--- src/rtl/tof_cmd_dispatch.sv ---
// tof_cmd_dispatch: command front-end between the Zynq command register and the
// per-sensor ToF FSMs. It detects each new software command, checks it, issues a
// req/ack handshake to the targeted sensors and keeps a 2-bit status per sensor.
module tof_cmd_dispatch #(
    parameter int N_SENSORS   = 8,
    parameter int ACK_TIMEOUT = 1024,
    parameter int TMO_W       = 11
) (
    input  logic                   clk,
    input  logic                   rst,
    input  logic [31:0]            ToF_CMD_in,
    output logic [2*N_SENSORS-1:0] ToF_CMD_out,
    output logic [N_SENSORS-1:0]   fsm_req,
    output logic [3:0]             fsm_op,
    input  logic [N_SENSORS-1:0]   fsm_ack,
    input  logic [N_SENSORS-1:0]   fsm_done,
    input  logic [N_SENSORS-1:0]   fsm_err,
    output logic                   cmd_rejected,
    output logic                   dispatch_busy
);

    typedef enum logic [0:0] {
        IDLE     = 1'b0,
        WAIT_ACK = 1'b1
    } state_t;

    localparam logic [1:0] ST_IDLE = 2'b00;
    localparam logic [1:0] ST_DONE = 2'b01;
    localparam logic [1:0] ST_BUSY = 2'b10;
    localparam logic [1:0] ST_ERR  = 2'b11;

    localparam logic [TMO_W-1:0] TMO_LAST = TMO_W'(ACK_TIMEOUT - 1);

    state_t                   state_q, state_d;
    logic [31:0]              cmd_q, cmd_d;
    logic                     arm_q, arm_d;
    logic [N_SENSORS-1:0]     req_q, req_d;
    logic [3:0]               op_q, op_d;
    logic [2*N_SENSORS-1:0]   status_q, status_d;
    logic [TMO_W-1:0]         tmo_q, tmo_d;
    logic                     rej_q, rej_d;

    logic [3:0]               cmd_op;
    logic [2:0]               cmd_idx;
    logic                     cmd_bcast;
    logic [N_SENSORS-1:0]     target_mask;
    logic [N_SENSORS-1:0]     busy_vec;
    logic [N_SENSORS-1:0]     req_next;
    logic                     new_cmd;
    logic                     op_legal;
    logic                     target_busy;
    logic                     reject_now;
    logic                     accept_now;
    logic                     unused_cmd_bits;

    assign cmd_op    = cmd_q[3:0];
    assign cmd_idx   = cmd_q[10:8];
    assign cmd_bcast = cmd_q[15];

    // Fields of the command word that carry no meaning for the dispatcher.
    assign unused_cmd_bits = ^{cmd_q[31:16], cmd_q[14:11], cmd_q[7:4]};

    // Decode the registered command: target mask, opcode legality, busy targets.
    always_comb begin
        target_mask = '0;
        busy_vec    = '0;
        op_legal    = 1'b0;
        if (cmd_bcast) begin
            target_mask = '1;
        end else begin
            for (int i = 0; i < N_SENSORS; i++) begin
                if (cmd_idx == 3'(i)) begin
                    target_mask[i] = 1'b1;
                end
            end
        end
        for (int i = 0; i < N_SENSORS; i++) begin
            busy_vec[i] = (status_q[2*i +: 2] == ST_BUSY);
        end
        case (cmd_op)
            4'd1, 4'd2, 4'd3, 4'd5: op_legal = 1'b1;
            default:                op_legal = 1'b0;
        endcase
    end

    assign new_cmd     = arm_q && (cmd_op != 4'd0);
    assign target_busy = |(target_mask & busy_vec);
    assign reject_now  = new_cmd && (!op_legal || target_busy || (state_q != IDLE));
    assign accept_now  = new_cmd && !reject_now;
    assign req_next    = req_q & ~fsm_ack;

    // Next-state logic: arming, completion tracking, handshake and command handling.
    always_comb begin
        state_d  = state_q;
        cmd_d    = ToF_CMD_in;
        arm_d    = arm_q;
        req_d    = req_q;
        op_d     = op_q;
        status_d = status_q;
        tmo_d    = tmo_q;
        rej_d    = 1'b0;

        if (cmd_op == 4'd0) begin
            arm_d = 1'b1;
        end else if (arm_q) begin
            arm_d = 1'b0;
        end

        for (int i = 0; i < N_SENSORS; i++) begin
            if (status_q[2*i +: 2] == ST_BUSY) begin
                if (fsm_err[i]) begin
                    status_d[2*i +: 2] = ST_ERR;
                end else if (fsm_done[i]) begin
                    status_d[2*i +: 2] = ST_DONE;
                end
            end
        end

        case (state_q)
            IDLE: begin
                if (accept_now) begin
                    req_d   = target_mask;
                    op_d    = cmd_op;
                    tmo_d   = '0;
                    state_d = WAIT_ACK;
                    for (int i = 0; i < N_SENSORS; i++) begin
                        if (target_mask[i]) begin
                            status_d[2*i +: 2] = ST_BUSY;
                        end
                    end
                end
            end
            WAIT_ACK: begin
                tmo_d = tmo_q + TMO_W'(1);
                if (req_next == '0) begin
                    req_d   = '0;
                    op_d    = 4'd0;
                    state_d = IDLE;
                end else if (tmo_q == TMO_LAST) begin
                    for (int i = 0; i < N_SENSORS; i++) begin
                        if (req_next[i]) begin
                            status_d[2*i +: 2] = ST_ERR;
                        end
                    end
                    req_d   = '0;
                    op_d    = 4'd0;
                    state_d = IDLE;
                end else begin
                    req_d = req_next;
                end
            end
            default: begin
                state_d = IDLE;
            end
        endcase

        if (reject_now) begin
            rej_d = 1'b1;
            if (!op_legal) begin
                for (int i = 0; i < N_SENSORS; i++) begin
                    if (target_mask[i]) begin
                        status_d[2*i +: 2] = ST_ERR;
                    end
                end
            end
        end
    end

    // State register with synchronous reset; a reset forgets any in-flight dispatch.
    always_ff @(posedge clk) begin
        if (rst) begin
            state_q  <= IDLE;
            cmd_q    <= '0;
            arm_q    <= 1'b1;
            req_q    <= '0;
            op_q     <= 4'd0;
            status_q <= {N_SENSORS{ST_IDLE}};
            tmo_q    <= '0;
            rej_q    <= 1'b0;
        end else begin
            state_q  <= state_d;
            cmd_q    <= cmd_d;
            arm_q    <= arm_d;
            req_q    <= req_d;
            op_q     <= op_d;
            status_q <= status_d;
            tmo_q    <= tmo_d;
            rej_q    <= rej_d;
        end
    end

    assign ToF_CMD_out   = status_q;
    assign fsm_req       = req_q;
    assign fsm_op        = op_q;
    assign cmd_rejected  = rej_q;
    assign dispatch_busy = (state_q != IDLE);

endmodule
--- config.mk ---
export PLATFORM = sky130hd
export DESIGN_NAME = tof_cmd_dispatch
export DESIGN_NICKNAME = d
export VERILOG_FILES = /design/src/rtl/tof_cmd_dispatch.sv
export SDC_FILE = /design/constraint.sdc
export NUM_CORES = 1
export LEC_CHECK = 0
export CORE_ASPECT_RATIO = 1.75
export CORE_MARGIN = 3
export CORE_UTILIZATION = 45
export DETAILED_ROUTE_END_ITERATION = 6
export DONT_BUFFER_PORTS = 1
export PLACE_DENSITY = 0.66
export SLEW_MARGIN = 20
export SYNTH_ARGS = -nofsm -noshare
export SYNTH_HDL_FRONTEND = slang
export SYNTH_SLANG_ARGS = --single-unit
--- constraint.sdc ---
create_clock -name clk -period 2.75 [get_ports clk]
set_input_delay 0.55 -clock clk [delete_from_list [all_inputs] [get_ports clk]]
set_output_delay 0.55 -clock clk [all_outputs]
set_load 0.01 [all_outputs]
==> impl_metrics.env <==
export IMPL_io_pins=88
export IMPL_peakVddDrop_mv=0.337
export IMPL_layout_drive_gt1_share_pct=10.2
export IMPL_met3_usage_pct=5.19
export IMPL_max_stage_delay_ns=0.48
export IMPL_skew_ns=0.00547
export IMPL_slowest_stage="a222oi_1"
export IMPL_tightest_slew_ns=0.523
export IMPL_worstRegToRegCells=7
export IMPL_maxSlewViolCount=0
export IMPL_wirelength_microns=6010
export IMPL_nets=351
export IMPL_drt_iter0_drc=124
export IMPL_synth_top_area_share_pct=40.3
export IMPL_grt_busiest_layer="met2"
export IMPL_worstReg2RegEnd="fsm_req[2]"
export IMPL_die_w_microns=62.1
export IMPL_wl_per_cell_microns=16.4
export IMPL_whs_ns=0.313
export IMPL_clock_sinks=50
export IMPL_root_buffer="clkbuf_8"
export IMPL_endpoint_kind="flip-flop"
export IMPL_grt_setup_unrepaired="no"
export IMPL_clk_path_buf_depth=2
export IMPL_clkSlewWorstSetupHoldPaths_ns=0.09
export IMPL_viasPerCell=5.87
export IMPL_dp_cells=359
export IMPL_crit_path_start_kind="flip-flop"
export IMPL_status="finished clean"
export IMPL_netlist_area_sq_um=2480
export IMPL_numPortBuffers=0
export IMPL_holdBufCountCts=0
export IMPL_critPathLaunch="cmd_q[9]"
export IMPL_hold_class="in2reg"
export IMPL_insertion_delay_ns=0.30
export IMPL_fin_area_sq_um=2620
export IMPL_syn_nets=351
export IMPL_final_util_pct=49.4
export IMPL_gr_usage_met1_pct=21.8
export IMPL_antenna_found_initial=0
export IMPL_postCtsSetupBuffers=0
export IMPL_slew_headroom_pct=65.1
export IMPL_antenna_left=0
export IMPL_antenna_cells=0
export IMPL_cts_tree="built"
export IMPL_syn_avg_cell_area_sq_um=8.50
export IMPL_crit_type="reg2reg"
export IMPL_place_area_sq_um=2520
export IMPL_leakage_nw=0.936
export IMPL_die_area_sq_um=6480
export IMPL_timing_rr_start="cmd_q[9]"
export IMPL_grt_use_met2_pct=32.7
export IMPL_worstHoldStart="rst"
export IMPL_fin_cells=367
export IMPL_period_share_pct=84.6
export IMPL_synthTopCellsByArea="dfxtp_1 40%, nor2b_1 5.0%, nand2_1 3.8%"
export IMPL_first_pass_iters=4
export IMPL_grt_usage_pct=18.8
export IMPL_required_ns=2.93
export IMPL_synth_edf_count=0
export IMPL_rrSetupSlack_ns=0.42
export IMPL_synth_ff_type="dfxtp_1"
export IMPL_p_per_area_nw_per_um2=542
export IMPL_drc=0
export IMPL_ys_seq_elements=50
export IMPL_grt_pass1_wl_microns=9870
export IMPL_hold_viol_final=0
export IMPL_max_cap_violations=0
export IMPL_synth_async_reset_ratio_pct=0
export IMPL_hpwl_microns=4450
export IMPL_syn_to_final_growth_pct=5.40
export IMPL_cp_arrival_ns=2.51
export IMPL_start_util_pct=46.8
export IMPL_setup_viol=0
export IMPL_path_cells="nor3b_1 -> or2_2 -> a222oi_1 -> and4b_1 -> buf_4 -> o22ai_1 -> o2bb2ai_1"
export IMPL_min_to="cmd_q[0]"
export IMPL_syn_inst=292
export IMPL_ys_types=55
export IMPL_rows=35
export IMPL_clock_fmax_mhz=430
export IMPL_setup_tns_ns=0
export IMPL_synth_seq_area_share_pct=40.3
export IMPL_synth_top_cell_by_area="dfxtp_1"
export IMPL_finalCriticalPeriod_ns=2.33
export IMPL_holdPathStages=1
export IMPL_yosys_warnings=0
export IMPL_grt_start_max_net_pins=45
export IMPL_numCtsBuffers=5
export IMPL_ctsHtreeMaxLevel=2
export IMPL_coreArea_sq_um=5300
export IMPL_die_height_microns=104
export IMPL_post_cts_resized=0
export IMPL_critPathMaxFanout=11
export IMPL_overflow=0
export IMPL_vias=2153
export IMPL_place_congestion=0.791
export IMPL_grt_pass1_vias=2065
## final cells by class
cell class	instances	area [sq um]
Sequential cell	50	1000
Fill cell	527	2680
Clock inverter	1	5.00
Tap cell	74	92.6
Inverter	18	67.6
Multi-Input combinational cell	210	1310
Clock buffer	7	86.3
Timing Repair Buffer	7	52.6
## kinds of logic after synthesis
group | Yosys count | synth area share, %
flops | 50 | 40.3
simple gates | 121 | 27.8
fa+ha+maj | 1 | 0.504
buf+inv | 32 | 6.86
xor+xnor | 2 | 0.706
compound gates | 86 | 23.8
## flip-flops by register name, indices dropped and copies added (netlist names)
name           count
ToF_CMD_out       16
arm_q              1
cmd_q              8
cmd_rejected       1
dispatch_busy      1
fsm_op             4
fsm_req            8
tmo_q             11
## cells in the mapped netlist (all sizes together) (4+ instances only)
cell type and instances:
nand3b 11, clkbuf 4, nand2 25, and2b 4, nor2 12, a22oi 8
nand2b 6, nand4 4, nand3 13, buf 9, a31oi 12, or2 6
o22ai 6, inv 18, nor2b 20, o31ai 4, o21ai 14, o2bb2ai 8
a21oi 16, dfxtp 50
## per-layer routing
metal / up-vias / routed length (microns)
li1: 1062 / -
met1: 1011 / 2390
met2: 71 / 3100
met3: 9 / 414
met4: 0 / 104
met5: - / 0
## how the worst max path moves through the flow
stage	slack, ns	cells past startpoint	end
2_1_floorplan	0.69	7	fsm_req[0]
4_1_cts	0.41	7	fsm_req[4]
3_3_place_gp	0.45	7	fsm_req[0]
5_1_grt	0.14	7	fsm_req[4]
3_5_place_dp	0.43	7	fsm_req[4]
6_report	0.42	7	fsm_req[2]
## per-stage QoR
step           worst slack (ns)  total power, mW
6_report                  0.424             1.42
5_1_grt                   0.141             1.48
4_1_cts                   0.410             1.43
3_5_place_dp              0.427            0.997
3_3_place_gp              0.450            0.993
2_1_floorplan             0.689            0.969
## power breakdown
part           switching [mW]  total, mW  internal [mW]
clock                   0.235      0.439          0.203
sequential             0.0520      0.813          0.761
combinational          0.0889      0.166         0.0770
total                   0.376       1.42           1.04
## critical path, delay by kind of cell (launching register included)
| kind | cells | cell delay [ns] |
|---|---|---|
| compound gates | 3 | 0.72 |
| simple gates | 3 | 0.86 |
| flops | 1 | 0.38 |
| buf+inv | 1 | 0.23 |
## placed cells by master, fill, tap and decap left out, drive strengths merged, types with 2 or more instances in the layout
cell,Yosys,routed
and4b,2,2
and3,2,2
buf,9,7
and2b,4,4
a31oi,12,12
nor2b,20,20
inv,18,18
dfxtp,50,50
o2bb2ai,8,8
xor2,2,2
a21oi,16,16
a22oi,8,8
clkbuf,4,7
o21ai,14,14
nand2,25,25
nor4,3,3
nor3,3,3
nand2b,6,6
nor2,12,12
or2,6,6
nand3,13,13
a31o,3,3
nand3b,11,11
o31ai,4,4
a21o,2,2
or3b,2,2
and4,3,3
nand4,4,4
o22ai,6,6
nor3b,3,3
a311oi,2,2
Power figures use the tool's default switching activity.
